$ cat src/rtl/display_pkg.sv
// Shared types and constants for the multiplexed seven-segment scan controller.
package display_pkg;

  typedef enum logic {
    GUARD_S = 1'b0,
    DRIVE_S = 1'b1
  } scan_state_t;

  typedef logic [3:0] bcd_digit_t;

  // Decoder maps this code to all segments off.
  localparam bcd_digit_t BLANK_CODE = 4'hF;

endpackage

$ cat src/rtl/display_scan_controller_if.sv
// Datapath-facing load port and display-facing scan outputs of display_scan_controller.
interface display_scan_controller_if #(
  parameter int NUM_DIGITS = 4
);
  import display_pkg::*;

  logic                    load;
  logic [4*NUM_DIGITS-1:0] digits_in;
  bcd_digit_t              bcd;
  logic [NUM_DIGITS-1:0]   digit_en_L;
  logic                    update_pending;

  modport master (
    output load, digits_in,
    input  bcd, digit_en_L, update_pending
  );

  modport slave (
    input  load, digits_in,
    output bcd, digit_en_L, update_pending
  );

endinterface

$ cat src/rtl/scan_timer.sv
// Dwell/guard interval counter; expire pulses on the last cycle of the current phase.
module scan_timer
  import display_pkg::*;
#(
  parameter int DWELL = 1000,
  parameter int GUARD = 16
) (
  input  logic        clock,
  input  logic        reset,
  input  scan_state_t state,
  output logic        expire
);

  localparam int MAX_CNT = (DWELL > GUARD) ? DWELL : GUARD;
  localparam int CW      = (MAX_CNT > 1) ? $clog2(MAX_CNT) : 1;
  localparam logic [CW-1:0] DWELL_LAST = CW'(DWELL - 1);
  localparam logic [CW-1:0] GUARD_LAST = CW'(GUARD - 1);

  logic [CW-1:0] cnt_r;

  // Terminal-count detect for whichever phase is running.
  always_comb begin
    expire = 1'b0;
    case (state)
      GUARD_S: expire = (cnt_r == GUARD_LAST);
      DRIVE_S: expire = (cnt_r == DWELL_LAST);
      default: expire = 1'b0;
    endcase
  end

  // Phase counter restarts from zero on every expiry.
  always_ff @(posedge clock or posedge reset) begin
    if (reset) begin
      cnt_r <= {CW{1'b0}};
    end else if (expire) begin
      cnt_r <= {CW{1'b0}};
    end else begin
      cnt_r <= cnt_r + CW'(1);
    end
  end

endmodule

$ cat src/rtl/display_scan_controller.sv
// Double-buffered BCD digit scanner feeding one shared seven-segment decoder.
// Optional leading-zero blanking: define DISPLAY_LEADING_ZERO_BLANK_EN.
module display_scan_controller
  import display_pkg::*;
#(
  parameter int NUM_DIGITS = 4,
  parameter int DWELL      = 1000,
  parameter int GUARD      = 16
) (
  input logic                      clock,
  input logic                      reset,
  display_scan_controller_if.slave bus
);

  localparam int IW = $clog2(NUM_DIGITS);
  localparam int DW = 4 * NUM_DIGITS;
  localparam logic [IW-1:0] LAST_IDX = IW'(NUM_DIGITS - 1);

  scan_state_t           state_r, nxt_state_s;
  logic [IW-1:0]         idx_r, nxt_idx_s;
  logic [DW-1:0]         active_r, nxt_active_s, pending_r;
  logic                  pending_valid_r;
  logic                  expire_s, boundary_s;
  bcd_digit_t            bcd_r, nxt_bcd_s;
  logic [NUM_DIGITS-1:0] en_r, nxt_en_s, blank_vec_s;
  int                    sel_s;

  scan_timer #(
    .DWELL (DWELL),
    .GUARD (GUARD)
  ) u_scan_timer (
    .clock  (clock),
    .reset  (reset),
    .state  (state_r),
    .expire (expire_s)
  );

  // Next scan position; the idx wrap is the frame boundary where pending data is promoted.
  always_comb begin
    nxt_state_s = state_r;
    nxt_idx_s   = idx_r;
    boundary_s  = 1'b0;
    case (state_r)
      GUARD_S: begin
        if (expire_s) begin
          nxt_state_s = DRIVE_S;
          if (idx_r == LAST_IDX) begin
            nxt_idx_s  = {IW{1'b0}};
            boundary_s = 1'b1;
          end else begin
            nxt_idx_s = idx_r + IW'(1);
          end
        end else begin
          nxt_state_s = GUARD_S;
        end
      end
      DRIVE_S: begin
        if (expire_s) begin
          nxt_state_s = GUARD_S;
        end else begin
          nxt_state_s = DRIVE_S;
        end
      end
      default: nxt_state_s = GUARD_S;
    endcase
    nxt_active_s = (boundary_s && pending_valid_r) ? pending_r : active_r;
  end

  // Output decode from next-state values so the registered outputs line up with the scan state.
  always_comb begin
    blank_vec_s = {NUM_DIGITS{1'b0}};
`ifdef DISPLAY_LEADING_ZERO_BLANK_EN
    begin
      logic zero_above;
      zero_above = 1'b1;
      for (int i = NUM_DIGITS - 1; i >= 0; i--) begin
        zero_above     = zero_above & (nxt_active_s[4*i +: 4] == 4'h0);
        blank_vec_s[i] = zero_above & (i != 0);
      end
    end
`endif
    sel_s     = int'(nxt_idx_s);
    nxt_bcd_s = BLANK_CODE;
    nxt_en_s  = {NUM_DIGITS{1'b1}};
    if ((nxt_state_s == DRIVE_S) && !blank_vec_s[nxt_idx_s]) begin
      nxt_bcd_s           = nxt_active_s[4*sel_s +: 4];
      nxt_en_s[nxt_idx_s] = 1'b0;
    end else begin
      nxt_bcd_s = BLANK_CODE;
      nxt_en_s  = {NUM_DIGITS{1'b1}};
    end
  end

  // Scan FSM, display buffers and registered pin drivers.
  always_ff @(posedge clock or posedge reset) begin
    if (reset) begin
      state_r         <= GUARD_S;
      idx_r           <= LAST_IDX;
      active_r        <= {DW{1'b0}};
      pending_r       <= {DW{1'b0}};
      pending_valid_r <= 1'b0;
      bcd_r           <= BLANK_CODE;
      en_r            <= {NUM_DIGITS{1'b1}};
    end else begin
      state_r  <= nxt_state_s;
      idx_r    <= nxt_idx_s;
      active_r <= nxt_active_s;
      bcd_r    <= nxt_bcd_s;
      en_r     <= nxt_en_s;
      // A load coinciding with the boundary refills pending after the old value moves to active.
      if (bus.load) begin
        pending_r       <= bus.digits_in;
        pending_valid_r <= 1'b1;
      end else if (boundary_s) begin
        pending_valid_r <= 1'b0;
      end else begin
        pending_valid_r <= pending_valid_r;
      end
    end
  end

  assign bus.bcd            = bcd_r;
  assign bus.digit_en_L     = en_r;
  assign bus.update_pending = pending_valid_r;

endmodule

$ cat src/flat_wrapper.sv
// flat-port wrapper written by rule: the top's interface ports become plain ports
module display_scan_controller_flat import display_pkg::*;
#(
  parameter int NUM_DIGITS = 4,
  parameter int DWELL      = 1000,
  parameter int GUARD      = 16
)
  (clock, reset, bus_load, bus_digits_in, bus_bcd, bus_digit_en_L, bus_update_pending);
  display_scan_controller_if #(.NUM_DIGITS(NUM_DIGITS)) bus_i ();
  input logic clock;
  input logic reset;
  input wire logic [$bits(bus_i.load)-1:0] bus_load;
  input wire logic [$bits(bus_i.digits_in)-1:0] bus_digits_in;
  output wire logic [$bits(bus_i.bcd)-1:0] bus_bcd;
  output wire logic [$bits(bus_i.digit_en_L)-1:0] bus_digit_en_L;
  output wire logic [$bits(bus_i.update_pending)-1:0] bus_update_pending;
  assign bus_i.load = bus_load;
  assign bus_i.digits_in = bus_digits_in;
  assign bus_bcd = bus_i.bcd;
  assign bus_digit_en_L = bus_i.digit_en_L;
  assign bus_update_pending = bus_i.update_pending;
  display_scan_controller #(.NUM_DIGITS(NUM_DIGITS), .DWELL(DWELL), .GUARD(GUARD)) u_core (.clock(clock), .reset(reset), .bus(bus_i));
endmodule
$ cat config.mk
export PLATFORM = sky130hd
export DESIGN_NAME = display_scan_controller_flat
export DESIGN_NICKNAME = d
export VERILOG_FILES = /design/src/rtl/display_pkg.sv /design/src/rtl/display_scan_controller_if.sv /design/src/rtl/scan_timer.sv /design/src/rtl/display_scan_controller.sv /design/src/flat_wrapper.sv
export SDC_FILE = /design/constraint.sdc
export NUM_CORES = 1
export LEC_CHECK = 0
export ABC_AREA = 1
export BUFFER_PORTS_ARGS = -buffer_cell sky130_fd_sc_hd__buf_4
export CAP_MARGIN = 20
export CORE_MARGIN = 3
export CORE_UTILIZATION = 50
export CTS_CLUSTER_SIZE = 16
export DETAILED_ROUTE_END_ITERATION = 10
export GPL_ROUTABILITY_DRIVEN = 1
export MAX_ROUTING_LAYER = met4
export PLACE_DENSITY = 0.66
export SLEW_MARGIN = 20
export SYNTH_ARGS = -nofsm -noshare
export SYNTH_HDL_FRONTEND = slang
export SYNTH_SLANG_ARGS = --single-unit
$ cat constraint.sdc
create_clock -name clock -period 2.3 [get_ports clock]
set_input_delay 0.23 -clock clock [delete_from_list [all_inputs] [get_ports clock]]
set_output_delay 0.23 -clock clock [all_outputs]
set_load 0.005 [all_outputs]
==> results.py, run 1 <==
metrics = {
    "final_layout": {
        "fin_nets": 334,
        "final_cell_area_um2": 2824,
        "n_antenna_cell": 0,
        "drive_gt1_frac": 0.2389,
        "nFillCells": 415,
        "utilization": 0.6228,
        "syn2layout_area_growth_pct": 15.80,
    },
    "global_route": {
        "overflow": 0,
        "antenna_found_initial": 0,
        "grt_pass1_vias": 1674,
        "grt.total_usage": 0.1826,
        "grt_pass1_wl_um": 7596,
        "grt_max_degree": 33,
    },
    "placed_design": {
        "gp_congestion": 0.8641,
        "dp_slack_ns": 0.3065,
        "portBuffers": 27,
        "place_hpwl_um": 3354,
        "post_dp_cell_area_um2": 2711,
    },
    "worst_setup_path": {
        "crit_slowest_cell": "dfrtp_1",
        "critPathMaxFanout": 24,
        "path_common_cell": "nor2_1",
        "critical_path_arrival_ns": 2.22,
        "cpPeakStageDelay_ns": 0.37,
        "critical_path.cell_chain": "ha_1 -> nand2_2 -> nor2_4 -> inv_2 -> nor3_4 -> nand3_4 -> o21ai_2 -> nor2_1 -> nor2_1 -> nand2_1",
        "worst_ep_required_time_ns": 2.56,
        "worstSetupEndpointType": "flip-flop",
        "critPathLaunchType": "flip-flop",
        "crit_type": "flip-flop to flip-flop",
    },
    "sta": {
        "clock.fmax_mhz": 508.8,
        "min_period_over_period": 0.8545,
        "tightest_slew_ns": 0.6209,
        "max-slew-margin-rel": 0.5855,
        "holdWs_ns": -0.008309,
        "hold_viol": 19,
        "final.setup.tns_ns": 0,
        "fin_skew_ns": 0.01040,
        "fin_crit_ns": 1.965,
        "maxSlewViolCount": 0,
        "setup_slack_ns": 0.3347,
        "rsz0062_at_grt": "false",
        "setup_viol_count_final": 0,
    },
    "pwr": {
        "ir_drop_v": 0.0003619,
        "cellLeakagePower_nw": 1.560,
        "power.density_nw_per_um2": 604.7,
        "totalPowerFinal_mw": 1.708,
    },
    "clock_tree": {
        "clkLatencyLatePin_ns": 0.31,
        "cts-hold-fix-buffers": 0,
        "root_buffer": "clkbuf_8",
        "cts_tree": "built",
        "cts_num_sinks": 54,
        "htree_levels": 2,
        "cts_setup_buffers": 0,
        "cts_resized": 0,
        "cts_buffers": 5,
        "clk_pin_slew_ns": 0.10,
        "cts_buffer_depth": 2,
    },
    "detailed_routing": {
        "viasPerCell": 4.741,
        "firstDrtPassIters": 4,
        "antenna_left": 0,
        "wl_per_cell_um": 11.67,
        "post-route-drc-count": 0,
        "drt_iter0_drc": 77,
        "drt-total-wl_um": 4424,
        "vias": 1797,
    },
    "floorplanning": {
        "fp-row-count": 24,
        "die_y_um": 75.84,
        "ios": 28,
        "core_area_um2": 4534,
        "die_area_um2": 5751,
        "fp.dieW_um": 75.84,
        "initial_core_util": 0.5378,
    },
    "logic_synthesis": {
        "yosys.area.top_type": "dfrtp_1",
        "synth_cells": 282,
        "synthTopCellsByArea": "dfrtp_1 (45%), nand2_1 (15%), dfstp_2 (11%)",
        "avgSynthCellArea_um2": 8.647,
        "ys_seq_area_frac": 0.5593,
        "syn_nets": 303,
        "yosysUniqueCellTypes": 25,
        "synth_seq_cells": 54,
        "yosys_warnings": 0,
        "synth_top_area_frac": 0.4515,
        "netlist_area_um2": 2439,
    },
    "outcome": {
        "outcome": "complete, but fails checks",
        "violations": "hold timing",
    },
    "hold_path": {
        "hp-class": "primary input to asynchronous set/reset pin",
    },
    "flow_run": {
        "cap_violations": 0,
    },
}
-- per-stage QoR --
stage / std cells / hold slack, ns
2_1_floorplan: 282 / 0.3424
3_3_place_gp: 371 / 0.3648
3_5_place_dp: 371 / 0.3586
4_1_cts: 379 / 0.02048
5_1_grt: 379 / 0.04299
6_report: 379 / -0.008309
-- cells in the final DEF, fill, tap and decap left out, types with 3 or more instances in the layout --
master	n
nand2_1	96
nor2_1	21
dfrtp_1	44
dfstp_2	10
nand4_1	11
nand3_1	9
inv_1	38
nand2_2	9
o21ai_2	8
clkbuf_8	5
o21ai_0	7
buf_4	31
or2_2	3
a21oi_1	4
-- flip-flops by register name, summed over array words and instances (netlist names) --
register,cells
u_core.bus.digit_en_L,4
u_core.idx_r,2
u_core.active_r,16
u_core.pending_r,16
u_core.bus.update_pending,1
u_core.u_scan_timer.cnt_r,10
u_core.bus.bcd,4
u_core.state_r,1
-- cells in the mapped netlist (all sizes together) --
library cell and n:
a21oi 4, a31oi 1, buf 3, clkbuf 4
dfrtp 44, dfstp 10, ha 2, inv 40
nand2 105, nand3 10, nand3b 2, nand4 11
nor2 23, nor3 1, o21ai 15, o21bai 2
or2 3, xor2 2
-- area by class of cell --
cell class | count | area, um2 | share of cell area
clock inverters | 3 | 43.79 | 0.01551
clock buffers | 5 | 68.82 | 0.02437
well taps | 65 | 81.33 | 0.02880
inverters | 40 | 150.1 | 0.05317
repair buffers | 31 | 232.7 | 0.08241
multi-input cells | 181 | 883.3 | 0.3128
flip-flops and latches | 54 | 1364 | 0.4829
-- worst paths after layout --
path | start | to | slack (ns) | cells after the start
setup / recovery | u_core.u_scan_timer.cnt_r[0] | u_core.bus.bcd[0] | 0.33 | 10
hold / removal | reset | u_core.pending_r[5] | -0.008 | 2
setup reg to reg | u_core.u_scan_timer.cnt_r[0] | u_core.bus.bcd[0] | 0.33 | 10
hold reg to reg | u_core.pending_r[15] | u_core.pending_r[15] | 0.48 | 2
max in group asynchronous | reset | u_core.idx_r[0] | 1.63 | 3
min in group clock | bus_digits_in[0] | u_core.pending_r[0] | 0.11 | 3
-- metal layers --
metal  wire length (um)  global-route usage  share of wire
met5                  0                   -              0
met1               2133              0.2363           0.48
met3                177             0.04749          0.040
met2               2058              0.2833           0.47
met4                 55             0.05243          0.012
-- critical path, delay by kind of cell (launching register included) --
kind / cells / cell delay (ns)
fa+ha+maj: 1 / 0.20
simple gates: 7 / 0.99
flops: 1 / 0.37
compound gates: 1 / 0.28
buf+inv: 1 / 0.06
-- cells by family (layout without fill, tap and decap cells) --
group                    after synthesis  in the layout  synth area share
AND/OR/NAND/NOR                      155            155            0.2848
XOR/XNOR                               2              2          0.007184
AO/OA/AOI/OAI                         22             22           0.06003
buffers and inverters                 47             79           0.07850
adder cells (fa/ha/maj)                2              2           0.01026
flip-flops                            54             54            0.5593
-- power breakdown --
part	switching, mW	internal (mW)	total, mW
registers	0.0151	0.975	0.990
clock network	0.314	0.326	0.640
logic	0.0452	0.0328	0.0780
No activity file was read; power rests on OpenSTA's default activity.
==> run 2, diff against run 1 <==
--- a/config.mk
+++ b/config.mk
@@ -13,6 +13,7 @@
 export CTS_CLUSTER_SIZE = 16
 export DETAILED_ROUTE_END_ITERATION = 10
 export GPL_ROUTABILITY_DRIVEN = 1
+export GPL_TIMING_DRIVEN = 0
 export MAX_ROUTING_LAYER = met4
 export PLACE_DENSITY = 0.66
 export SLEW_MARGIN = 20
==> run 2 against run 1 <==
The run now ends clean. Clock power shrank 20%. Worst setup slack gained 0.028 ns. Highest routed layer unchanged. Sequential power is essentially flat. Count of clock-buffer cells in the layout grew 2. Non-clock buffer count grew 6. Core utilization grew 0.17 points. Critical path depth grew 3. Worst hold slack gained 0.025 ns.
==> results.py, run 2 (synthesis results as in run 1) <==
metrics = {
    "global_route": {
        "grt_max_degree": 55,
        "grt_pass1_vias": 1566,
        "antenna_found_initial": 0,
        "grt.total_usage": 0.1785,
        "overflow": 0,
        "grt_pass1_wl_um": 7327,
    },
    "worst_setup_path": {
        "r2r_slack_ns": 0.36,
        "endpoint": "u_core.bus.bcd[3]",
        "worst_ep_required_time_ns": 2.54,
        "crit_slowest_cell": "dfrtp_1",
        "crit_family": "simple AND/OR/NAND/NOR gates",
        "path_buf_inv": 2,
        "worst-r2r-cell-count": 13,
        "crit_type": "flip-flop to flip-flop",
        "critPathMaxFanout": 10,
        "r2r_start": "u_core.u_scan_timer.cnt_r[1]",
        "critPathLaunchType": "flip-flop",
        "worstSetupEndpointType": "flip-flop",
        "critical_path.cell_chain": "ha_1 -> nand2_2 -> nor2_4 -> inv_2 -> nor3_4 -> nand3_4 -> buf_6 -> nand2_2 -> nand2_2 -> nand2_1 -> nand2_1 -> nor2_1 -> nand2_1",
        "cpPeakStageDelay_ns": 0.37,
        "critical_path_arrival_ns": 2.18,
        "startpoint": "u_core.u_scan_timer.cnt_r[1]",
        "worst-path-stages": 13,
        "r2r_end": "u_core.bus.bcd[3]",
    },
    "clock_tree": {
        "htree_levels": 2,
        "root_buffer": "clkbuf_8",
        "cts_resized": 0,
        "cts_setup_buffers": 0,
        "cts_num_sinks": 54,
        "cts-hold-fix-buffers": 0,
        "cts_tree": "built",
        "cts_buffer_depth": 2,
        "cts_buffers": 5,
        "clk_pin_slew_ns": 0.10,
        "clkLatencyLatePin_ns": 0.30,
    },
    "sta": {
        "final.setup.tns_ns": 0,
        "fin_skew_ns": 0.01006,
        "hold_viol": 0,
        "tightest_slew_ns": 0.6397,
        "min_period_over_period": 0.8422,
        "fin_crit_ns": 1.937,
        "setup_viol_count_final": 0,
        "rsz0062_at_grt": "false",
        "max-slew-margin-rel": 0.5736,
        "clock.fmax_mhz": 516.2,
        "maxSlewViolCount": 0,
    },
    "floorplanning": {
        "fp.dieW_um": 75.84,
        "core_area_um2": 4534,
        "die_y_um": 75.84,
        "ios": 28,
        "die_area_um2": 5751,
        "fp-row-count": 24,
        "initial_core_util": 0.5378,
    },
    "pwr": {
        "cellLeakagePower_nw": 1.553,
        "totalPowerFinal_mw": 1.576,
        "ir_drop_v": 0.0002957,
        "power.density_nw_per_um2": 556.7,
    },
    "final_layout": {
        "reg.largest.list": "u_core.active_r: 16 flops, u_core.pending_r: 16 flops, u_core.u_scan_timer.cnt_r: 10 flops",
        "instances_no_fill": 385,
        "mostFrequentLayoutCells": "nand2_1 (96), dfrtp_1 (44), inv_1 (38), buf_4 (30), nor2_1 (21)",
        "fin_nets": 340,
        "syn2layout_area_growth_pct": 16.11,
        "drive_gt1_frac": 0.2313,
        "n_antenna_cell": 0,
        "mostFrequentLayoutCell": "nand2_1",
    },
    "flow_run": {
        "cap_violations": 0,
    },
    "detailed_routing": {
        "wl_per_cell_um": 11.22,
        "post-route-drc-count": 0,
        "viasPerCell": 4.717,
        "antenna_left": 0,
        "vias": 1816,
        "firstDrtPassIters": 4,
        "drt_iter0_drc": 61,
        "drt-total-wl_um": 4320,
    },
    "outcome": {
        "outcome": "finished, final reports clean",
    },
    "hold_path": {
        "hp-class": "primary input to asynchronous set/reset pin",
    },
    "placed_design": {
        "place_hpwl_um": 3208,
        "gp_congestion": 0.8269,
        "dpl.cell_count": 374,
        "portBuffers": 27,
    },
}
[run 2: cell count changes in the layout (fill, tap and decap cells not counted), sizes merged]
cell	change
clkbuf	+6
buf	+2
bufinv	-1
clkinv	-1
clkinvlp	+1
inv	-1
[run 2: how the worst min path moves through the flow]
stage,startpoint,to,depth (start not counted)
after floorplan,bus_digits_in[0],u_core.pending_r[0],2
after detailed placement,reset,u_core.bus.update_pending,2
after global routing,reset,u_core.pending_r[12],2
after CTS,reset,u_core.pending_r[12],2
after global placement,bus_digits_in[0],u_core.pending_r[0],3
final,reset,u_core.pending_r[12],2
[run 2: final cells by class]
type                    instances  area [um2]
inverters                      40       152.6
clock buffers                   7       76.32
multi-input cells             181       883.3
repair buffers                 30       225.2
plain buffers                   7       41.29
fillers                       430        1703
clock inverters                 1       7.507
flip-flops and latches         54        1364
well taps                      65       81.33
[run 2: layer usage]
metal	GRT usage	wire length, um	share of wire
met5	-	0	0
met2	0.2500	1991	0.46
met4	0.05825	57	0.013
met1	0.2513	2108	0.49
met3	0.04749	162	0.038
[run 2: power breakdown]
group / internal [mW] / switching (mW) / total (mW) / leakage, nW
combinational: 0.0318 / 0.0455 / 0.0774 / 0.845
sequential: 0.974 / 0.0135 / 0.988 / 0.670
clock: 0.216 / 0.295 / 0.511 / 0.0385
[run 2: metrics by stage]
| step | worst slack (ns) | cell area (um2) | utilization | hold WS [ns] |
|---|---|---|---|---|
| 5_1_grt | 0.1533 | 2831 | 0.6244 | 0.07278 |
| 3_5_place_dp | 0.1882 | 2725 | 0.6010 | 0.3754 |
| 6_report | 0.3629 | 2831 | 0.6244 | 0.01688 |
| 3_3_place_gp | 0.06496 | 2723 | 0.6004 | 0.4273 |
| 2_1_floorplan | 0.4941 | 2439 | - | 0.3424 |
| 4_1_cts | 0.1847 | 2809 | 0.6195 | 0.03953 |
==> run 3, diff against run 2 <==
--- a/config.mk
+++ b/config.mk
@@ -15,7 +15,7 @@
 export GPL_ROUTABILITY_DRIVEN = 1
 export GPL_TIMING_DRIVEN = 0
 export MAX_ROUTING_LAYER = met4
-export PLACE_DENSITY = 0.66
+export PLACE_DENSITY = 0.69
 export SLEW_MARGIN = 20
 export SYNTH_ARGS = -nofsm -noshare
 export SYNTH_HDL_FRONTEND = slang
==> constraint.sdc (replaced) <==
create_clock -name clock -period 1.7 [get_ports clock]
set_input_delay 0.17 -clock clock [delete_from_list [all_inputs] [get_ports clock]]
set_output_delay 0.17 -clock clock [all_outputs]
set_load 0.005 [all_outputs]
==> run 3 against run 2 <==
Die area is the same. Register-to-register slack worse by 0.53 ns. Critical endpoint is now u_core.bus.bcd[2]. Core utilization grew 3.0 points. Worst hold slack improved by 0.045 ns. Clock skew fell by 0.0054 ns. Global-route usage rose by 0.62 points. First-iteration DRC count up 74%. Total power rose by 34%. Count of clock-buffer cells in the layout up 1. Final cell count increased by 2.1%. The run now ends with setup timing left. Largest power group unchanged. Critical path depth is 2 lower.
==> results.py, run 3 (synthesis results as in run 1) <==
metrics = {
    "worst_setup_path": {
        "r2r_slack_ns": -0.17,
        "critPathMaxFanout": 7,
        "worst_ep_required_time_ns": 1.93,
        "critical_path_arrival_ns": 2.10,
        "critPathLaunchType": "flip-flop",
        "worstSetupEndpointType": "flip-flop",
        "crit_type": "flip-flop to flip-flop",
    },
    "outcome": {
        "outcome": "complete, but fails checks",
        "violations": "setup timing",
    },
    "placed_design": {
        "dpl.cell_count": 374,
        "place_hpwl_um": 3242,
        "gp_congestion": 0.7766,
        "portBuffers": 27,
    },
    "final_layout": {
        "syn2layout_area_growth_pct": 21.70,
        "mostFrequentLayoutCells": "nand2_1 (91), dfrtp_1 (44), inv_1 (37), buf_4 (36), nand2_2 (14)",
        "nFillCells": 399,
        "fin_nets": 348,
        "reg.largest.list": "u_core.active_r: 16 flops, u_core.pending_r: 16 flops, u_core.u_scan_timer.cnt_r: 10 flops",
        "mostFrequentLayoutCell": "nand2_1",
        "n_antenna_cell": 0,
        "instances_no_fill": 393,
        "drive_gt1_frac": 0.2988,
        "multi_input_area_um2": 929.6,
        "seq_area_um2": 1364,
    },
    "detailed_routing": {
        "vias": 1851,
        "drt_iter0_drc": 106,
        "post-route-drc-count": 0,
        "drt-total-wl_um": 4521,
        "viasPerCell": 4.710,
        "wl_per_cell_um": 11.50,
        "antenna_left": 0,
        "firstDrtPassIters": 4,
    },
    "sta": {
        "clock.fmax_mhz": 534.5,
        "rsz0062_at_grt": "true",
        "min_period_over_period": 1.101,
        "fin_crit_ns": 1.871,
        "setup_slack_ns": -0.1710,
        "max-slew-margin-rel": 0.5699,
        "final.setup.tns_ns": -0.5424,
        "hold_viol": 0,
        "tightest_slew_ns": 0.6452,
        "maxSlewViolCount": 0,
        "fin_skew_ns": 0.004616,
        "setup_viol_count_final": 5,
    },
    "pwr": {
        "ir_drop_v": 0.0004567,
        "cellLeakagePower_nw": 1.611,
        "power.density_nw_per_um2": 711.6,
    },
    "clock_tree": {
        "clk_pin_slew_ns": 0.09,
        "root_buffer": "clkbuf_8",
        "cts_tree": "built",
        "clkLatencyLatePin_ns": 0.30,
        "cts_buffers": 5,
        "cts_buffer_depth": 2,
        "htree_levels": 2,
        "cts_num_sinks": 54,
    },
    "floorplanning": {
        "die_area_um2": 5751,
        "initial_core_util": 0.5378,
        "core_area_um2": 4534,
        "ios": 28,
        "fp.dieW_um": 75.84,
        "die_y_um": 75.84,
        "fp-row-count": 24,
    },
    "global_route": {
        "grt_pass1_wl_um": 7838,
        "grt_pass1_vias": 1809,
        "overflow": 0,
        "grt_max_degree": 55,
        "grt.total_usage": 0.1847,
        "antenna_found_initial": 0,
    },
    "hold_path": {
        "hp-class": "primary input to flip-flop",
    },
    "flow_run": {
        "cap_violations": 0,
    },
}
-- run 3: cell count changes in the layout (fill, tap and decap cells not counted), moves of 2 or more --
cell / previous run / this run
buf_6: 2 / 0
buf_8: 0 / 2
nor2_2: 1 / 9
nand2_1: 96 / 91
nand2_2: 9 / 14
nor2_1: 21 / 13
buf_4: 30 / 36
-- run 3: final cells by class --
type | count | share of cell area
sequential | 54 | 0.4595
tap | 65 | 0.02740
buffer | 7 | 0.01771
timing repair buffer | 38 | 0.1037
inverter | 40 | 0.05143
clock buffer | 8 | 0.02698
multi-input combinational | 181 | 0.3132
-- run 3: final timing paths --
kind,startpoint,to,cells past startpoint
min in group asynchronous,reset,u_core.pending_r[7],3
min,bus_digits_in[0],u_core.pending_r[0],3
max in group asynchronous,reset,u_core.pending_r[8],3
max reg2reg,u_core.u_scan_timer.cnt_r[7],u_core.bus.bcd[2],11
min reg2reg,u_core.pending_r[12],u_core.pending_r[12],2
max,u_core.u_scan_timer.cnt_r[7],u_core.bus.bcd[2],11
-- run 3: timing repair --
item | CTS | global route
cloned | 1 | 0
endpoints found under the setup margin | 21 | 28
setup buffers | 5 | 4
endpoints found under the hold margin | 44 | 0
pin swaps | 3 | 5
gates resized for setup | 10 | 13
hold buffers | 1 | 0
-- run 3: critical path, cell delays in order, from the launching register on --
cell and delay, ns:
dfrtp_1 0.44, nor2_2 0.14, nand3_1 0.14, nor3_4 0.26, nand3_4 0.19, buf_8 0.21
nand2_2 0.05, nand2_2 0.05, nand2_1 0.05, nand2_1 0.06, nor2_2 0.13, nand2_1 0.07
-- run 3: stage by stage --
step           hold slack (ns)  utilization  setup WS, ns  total power [mW]  instance area, um2
6_report               0.06172       0.6545       -0.1710             2.112                2968
5_1_grt                0.06659       0.6545       -0.2847             2.216                2968
4_1_cts                0.05384       0.6424       -0.1853             2.139                2913
3_5_place_dp            0.3104       0.6015       -0.3471             1.469                2728
3_3_place_gp            0.3699       0.6010       -0.4638             1.465                2725
2_1_floorplan           0.2824            -      -0.04725             1.416                2441
-- run 3: metal layers --
| metal | routed length (um) | GRT usage | vias to the layer above |
|---|---|---|---|
| met5 | 0 | - | - |
| met4 | 56 | 0.05243 | 0 |
| met3 | 142 | 0.03562 | 6 |
| met2 | 2230 | 0.3137 | 29 |
| met1 | 2091 | 0.2232 | 856 |
| li1 | - | - | 960 |
-- run 3: where the power goes --
part / internal, mW / switching (mW)
Clock: 0.293 / 0.376
Sequential: 1.32 / 0.0188
Combinational: 0.0445 / 0.0611
Total: 1.66 / 0.456
